==> config.mk <==
export PLATFORM = sky130hd
export DESIGN_NAME = result_uart_tx
export DESIGN_NICKNAME = d
export VERILOG_FILES = /design/src/rtl/result_uart_tx.sv
export SDC_FILE = /design/constraint.sdc
export NUM_CORES = 1
export LEC_CHECK = 0
export CORE_MARGIN = 5
export CORE_UTILIZATION = 30
export CTS_CLUSTER_DIAMETER = 150
export CTS_CLUSTER_SIZE = 30
export DETAILED_ROUTE_END_ITERATION = 7
export PLACE_DENSITY = 0.46
export SETUP_SLACK_MARGIN = 0.1
export SLEW_MARGIN = 40
export SYNTH_ARGS = -nofsm -noshare
export SYNTH_HDL_FRONTEND = slang
export SYNTH_SLANG_ARGS = --single-unit
==> constraint.sdc <==
create_clock -name clk -period 2.6 [get_ports clk]
set_clock_uncertainty 0.2 [all_clocks]
set_input_delay 0.65 -clock clk [delete_from_list [all_inputs] [get_ports clk]]
set_output_delay 0.65 -clock clk [all_outputs]
set_load 0.005 [all_outputs]
==> src/rtl/result_uart_tx.sv <==
//----------------------------------------------------------------------------
// result_uart_tx : 8N1 serialiser for 42-bit result words (sync + 6 bytes)
// Revision 1.0
//----------------------------------------------------------------------------
`default_nettype none

module result_uart_tx #(
   parameter int         BAUD      = 8,
   parameter bit         SYNC_EN   = 1'b1,
   parameter logic [7:0] SYNC_BYTE = 8'hA5
) (
   input  logic        clk,
   input  logic        rst_n,
   input  logic        tx_word_valid,
   input  logic [41:0] tx_word,
   output logic        tx_word_ready,
   output logic        tx_dout,
   output logic        tx_busy,
   output logic        tx_word_done
);

   localparam int             BW        = (BAUD > 1) ? $clog2(BAUD) : 1;
   localparam logic [BW-1:0]  BAUD_LAST = BW'(BAUD - 1);
   localparam logic [2:0]     LAST_BYTE = SYNC_EN ? 3'd6 : 3'd5;

   typedef enum logic [1:0] {S_IDLE, S_START, S_DATA, S_STOP} state_t;

   state_t        state_q, state_d;
   logic [BW-1:0] baud_q, baud_d;
   logic [2:0]    bit_q, bit_d;
   logic [2:0]    byte_q, byte_d;
   logic [41:0]   word_q, word_d;
   logic          dout_q, dout_d;
   logic          ready_q, ready_d;
   logic          done_q, done_d;

   logic [55:0]   w_frame;
   logic [7:0]    w_cur_byte;
   logic [2:0]    w_bit_nxt;
   logic          w_tick;

   // Unused upper bits of the frame are forced to zero so nothing undefined can reach the line.
   assign w_frame    = SYNC_EN ? {6'b0, word_q, SYNC_BYTE} : {8'h00, 6'b0, word_q};
   assign w_cur_byte = w_frame[{byte_q, 3'b000} +: 8];
   assign w_bit_nxt  = bit_q + 3'd1;
   assign w_tick     = (baud_q == BAUD_LAST);

   always_comb begin
      state_d = state_q;
      baud_d  = baud_q;
      bit_d   = bit_q;
      byte_d  = byte_q;
      word_d  = word_q;
      dout_d  = dout_q;
      done_d  = 1'b0;
      case (state_q)
         S_IDLE: begin
            dout_d = 1'b1;
            if (tx_word_valid && ready_q) begin
               state_d = S_START;
               word_d  = tx_word;
               baud_d  = '0;
               bit_d   = '0;
               byte_d  = '0;
               dout_d  = 1'b0;
            end
         end
         S_START: begin
            if (w_tick) begin
               baud_d  = '0;
               state_d = S_DATA;
               dout_d  = w_cur_byte[0];
            end else begin
               baud_d = baud_q + BW'(1);
            end
         end
         S_DATA: begin
            if (w_tick) begin
               baud_d = '0;
               if (bit_q == 3'd7) begin
                  state_d = S_STOP;
                  dout_d  = 1'b1;
               end else begin
                  bit_d  = w_bit_nxt;
                  dout_d = w_cur_byte[w_bit_nxt];
               end
            end else begin
               baud_d = baud_q + BW'(1);
            end
         end
         S_STOP: begin
            if (w_tick) begin
               baud_d = '0;
               bit_d  = '0;
               if (byte_q == LAST_BYTE) begin
                  state_d = S_IDLE;
                  done_d  = 1'b1;
               end else begin
                  byte_d  = byte_q + 3'd1;
                  state_d = S_START;
                  dout_d  = 1'b0;
               end
            end else begin
               baud_d = baud_q + BW'(1);
            end
         end
         default: state_d = S_IDLE;
      endcase
      ready_d = (state_d == S_IDLE);
   end

   always_ff @(posedge clk or negedge rst_n) begin
      if (!rst_n) begin
         state_q <= S_IDLE;
         baud_q  <= '0;
         bit_q   <= '0;
         byte_q  <= '0;
         word_q  <= '0;
         dout_q  <= 1'b1;
         ready_q <= 1'b0;
         done_q  <= 1'b0;
      end else begin
         state_q <= state_d;
         baud_q  <= baud_d;
         bit_q   <= bit_d;
         byte_q  <= byte_d;
         word_q  <= word_d;
         dout_q  <= dout_d;
         ready_q <= ready_d;
         done_q  <= done_d;
      end
   end

   assign tx_word_ready = ready_q;
   assign tx_dout       = dout_q;
   assign tx_busy       = (state_q != S_IDLE);
   assign tx_word_done  = done_q;

endmodule

`default_nettype wire

* Word-level counts from Yosys, hierarchy flattened
Cells that the tools add are included.
** Cells by class
- Muxes and demuxes :: 29
- Bitwise operators :: 0
- Magnitude comparators :: 1
- Equal/unequal tests :: 12
- $mul :: 0
- Divide/modulo/power cells :: 0
- Reductions and logical operators :: 11
- $add $sub $neg :: 3
- Shift operators :: 1
** Operators by type and width (number)
- $shiftx 56x7->8 :: 1
- $mux 3 :: 7
- $ne 2x2->1 const B :: 6
- $pmux 3 s2 :: 2
- $mux 1 :: 11
- $mux 2 :: 5
- $add 3x1->3 const B :: 3
- $eq 3x3->1 const B :: 3
- $pmux 3 s3 :: 1
- $pmux 2 s4 :: 1
- $reduce_and 4->1 :: 2
- $reduce_and 5->1 :: 1
- $eq 2x2->1 const B :: 2
- $logic_not 2->1 :: 2
- $lt 3x4->1 const B :: 1
- $pmux 1 s4 :: 1
- $reduce_bool 2->1 :: 2
- $bmux 1 s3 :: 1
- $reduce_bool 3->1 :: 1
- $reduce_or 3->1 :: 1
- $eq 2x1->1 const B :: 1
- $reduce_and 2->1 :: 1
- $logic_and 1x1->1 :: 1
** Storage, ports and cells
- Logic and storage cells :: 65
- Latch bits :: 0
- Output and inout port bits :: 4
- Bits in registers :: 56
- ROM bits :: 0
- Bits of input ports :: 45
- Bits in writable memories :: 0
- Memories :: 0

* Logic depth before layout (Yosys ltp)
- Word-level depth :: 6
- Gate-level depth with buffers :: 9
- Gate-level depth less buffers :: 8

* Worst setup path before layout
No wires, ideal clock.
- Path kind :: reg-to-reg
- From :: register bit_q[0]
- To :: register dout_q, in the netlist tx_dout
- Slack :: 0.469 ns
- Arrival time :: 1.836 ns
- Library setup time :: 0.095 ns
- Path buffers :: 1
- Data required time :: 2.305 ns
- Stages on the path, launching flop included :: 9
- Period minus slack after synthesis :: 2.131 ns
- Cell sequence :: dfrtp_1 > ha_1 > buf_1 > mux4_2 > nor2_1 > a21oi_1 > a41oi_1 > a32o_1 > a41oi_2
** On the way
- Cells in the longest elaborated chain, start to end :: 6
- Elaborated cells on any way between the ends :: 7
- Classes of those cells :: add/sub (1); eq/ne (1); mux (5)
** RTL lines
- start, declared :: RTL line 30 : logic [2:0] bit_q, bit_d;
- start signal, assigned :: RTL line 125 : bit_q <= bit_d;
- $add 3x1->3 :: RTL line 45 : assign w_bit_nxt = bit_q + 3'd1;
- $bmux 1 s3 :: RTL line 85 : dout_d = w_cur_byte[w_bit_nxt];
- $mux 1 (implied by the code) :: RTL line 85
- $mux 1 * :: RTL line 80 : if (bit_q == 3'd7) begin
- $mux 1 * :: RTL line 78 : if (w_tick) begin
- $pmux 1 s4 * :: RTL line 56 : case (state_q)
- end signal, assigned :: RTL line 128 : dout_q <= dout_d;
- end, declared :: RTL line 33 : logic dout_q, dout_d;
Mark *: on every way between the ends. The rest lies on a longest branch, timed or not. The select of a mux whose other input is x is not followed.
A chain may end at the register's enable or synchronous reset.

* Worst setup path after layout
- From :: register state_q[0]
- To :: output port tx_busy
** On the way
- Cells in the longest elaborated chain, start to end :: 1
** RTL lines
- start, declared :: RTL line 28 : state_t state_q, state_d;
- start signal, assigned :: RTL line 123 : state_q <= state_d;
- $reduce_bool 2->1 :: RTL line 136 : assign tx_busy = (state_q != S_IDLE);
- end, declared :: RTL line 18 : output logic tx_busy,
No other way between the ends.

==> flow_summary.json <==
{
  "critPathKind": "register to primary output",
  "grt_pass1_wl_um": 10600,
  "setup_tns_ps": 0,
  "endpoint_kind": "primary output",
  "finalPower_w": 0.00143,
  "chipHeight_um": 107,
  "ff2ff_path_depth": 7,
  "ff_latch_area_um2": 1400,
  "synth_nets": 283,
  "yosys_warnings": 0,
  "gp_congestion": 0.766,
  "syn2layout_area_growth_pct": 26.4,
  "wl_um": 6250,
  "cts_buffers": 5,
  "hold_path_class": "primary input to async pin",
  "multi_input_area_um2": 1300,
  "io_buffers": 48,
  "ys_top_cells_by_area": "dfrtp_1 49%, mux2_2 18%, mux2i_1 4.7%",
  "drv_cap": 0,
  "p_leak_nw": 1.60,
  "rsz0062_at_grt": "false",
  "stdcell_count": 394,
  "nets": 337,
  "antenna_found_initial": 0,
  "clkLatencyLatePin_ps": 310,
  "yosys.area.top_type": "dfrtp_1",
  "r2r_slack_ps": 360,
  "path_cells": "inv_1 > ha_2 > inv_4 > clkdlybuf4s50_1",
  "syn_avg_cell_area_um2": 12.3,
  "grt_max_degree": 26,
  "overflow": 0,
  "via_per_inst": 4.86,
  "hold_buffers": 0,
  "async_flop_share": 1.00,
  "diodes": 0,
  "htreeDepth": 2,
  "slew_viol_final": 0,
  "clockBufferDepth": 2,
  "synth.top_cell.area_share": 0.492,
  "synth.cell_area_um2": 2800,
  "first_global_vias": 2052,
  "slew_headroom": 0.651,
  "worst_pin_slew_ps": 524,
  "dp.cells": 384,
  "timing.fmax_mhz": 414,
  "crit_fanout": 6,
  "synth_cell_types": 37,
  "period_needed_ps": 2410,
  "dieArea_um2": 11400,
  "grtUsageTotal": 0.118,
  "r2r_start": "bit_q[0]$_DFFE_PN0P_",
  "ys_seq_elements": 56,
  "syn_inst": 228,
  "cp.arrival_ps": 1560,
  "required_ps": 1750,
  "timing.rr.end": "tx_dout$_DFFE_PN1P_",
  "cp_slowest_stage_delay_ps": 500,
  "hold_viol": 0,
  "setup-violations-final": 0,
  "start_kind": "register",
  "core_area_um2": 9150,
  "yosysSeqAreaShare": 0.502,
  "drt_pre_antenna_iters": 4,
  "synth_commonest_cells": "55 x dfrtp_1, 45 x mux2_2, 13 x a21oi_1, 13 x mux2i_1, 13 x nor2_1",
  "cp_num_cells": 4,
  "drcViolationCount": 0,
  "critPathBufInv": 3,
  "crit_family": "buffers and inverters",
  "detail-route-antenna-nets": 0,
  "cts_tree": "yes",
  "synth-edff-count": 0,
  "drive_gt1_frac": 0.261,
  "ir_drop_uv": 220,
  "path_clk_slew_ps": 100,
  "power_density_nw_per_um2": 403,
  "initial_core_util": 0.306,
  "pin_count": 49,
  "synth-main-ff-cell": "dfrtp_1",
  "routedWlPerCell_um": 15.9,
  "fill_cells": 900,
  "num_vias": 1914,
  "synth.most_common_cell": "dfrtp_1",
  "outcome": "complete, no violations",
  "finalCritPeriodShare": 0.928,
  "hpwlAfterDp_um": 4720,
  "cts.sink_count": 56,
  "die_w_um": 107,
  "crit_slowest_cell": "clkdlybuf4s50_1",
  "std_cell_rows": 35,
  "clockRootBuffer": "clkbuf_8",
  "drtIter0Drc": 39
}
## per-stage QoR
stage                     worst slack, ps  hold slack, ps   util  cell area (µm²)
final                                 187             108  0.386             3530
after floorplan                       469             154      -             2800
after global routing                  105             135  0.386             3530
after detailed placement              228             289  0.375             3430
after CTS                             150             123  0.386             3530
after global placement                274             284  0.375             3430
## worst max-delay path by stage
stage / startpoint / end / slack [ps]
2_1_floorplan: bit_q[0]$_DFFE_PN0P_ / tx_dout$_DFFE_PN1P_ / 470
6_report: state_q[0]$_DFF_PN0_ / tx_busy / 190
4_1_cts: state_q[0]$_DFF_PN0_ / tx_busy / 150
5_1_grt: state_q[1]$_DFF_PN0_ / tx_busy / 110
3_3_place_gp: state_q[0]$_DFF_PN0_ / tx_busy / 270
3_5_place_dp: byte_q[1]$_DFFE_PN0P_ / tx_dout$_DFFE_PN1P_ / 230
## placed cells by master (no fill, tap or decap), types with 2 or more instances in the layout
cell type,instances
mux4_2,3
o21ai_0,6
clkbuf_1,2
nand3b_1,2
buf_4,10
clkbuf_8,5
nor2b_1,3
nor3_1,3
mux2_2,45
a22o_1,4
inv_1,8
ha_1,9
o211ai_1,2
mux2i_1,13
a21oi_1,13
nor2_1,13
nand2b_1,3
nand3_1,6
nand2_1,9
clkdlybuf4s50_1,47
a221oi_1,2
dfrtp_1,54
## layer usage
metal	share of wire	GRT usage	vias up	wire, µm
li1	-	-	931	-
met1	0.47	0.164	952	2920
met2	0.50	0.189	25	3100
met3	0.025	0.0219	6	156
met4	0.013	0.0311	0	80
met5	0	0	-	0
## registers in the layout, summed over array words and instances, names as in the netlist
register       flops
baud_q             3
bit_q              3
byte_q             3
state_q            2
tx_dout            1
tx_word_done       1
tx_word_ready      1
word_q            42
## cell type report
| cell class | instances | area share |
|---|---|---|
| timing repair buffer | 59 | 0.161 |
| sequential | 56 | 0.397 |
| clock inverter | 1 | 0.00142 |
| tap | 111 | 0.0393 |
| inverter | 10 | 0.0113 |
| multi-input combinational | 150 | 0.368 |
| clock buffer | 7 | 0.0216 |
## power by group
part	internal (W)	switching, W
logic	0.0000608	0.0000278
clock network	0.000190	0.000277
registers	0.000870	0
total	0.00112	0.000305
## kinds of logic after synthesis
group / synth area share
buf+inv: 0.0362
fa+ha+maj: 0.0447
simple gates: 0.0774
flops: 0.502
mux: 0.252
compound gates: 0.0881
## repair_timing
action	4_1_cts	5_1_grt
resized for setup	2	2
hold endpoints to repair	0	0
setup buffers	2	0
endpoints found under the setup margin	1	2
pin swaps	0	0
Power figures use the tool's default switching activity.
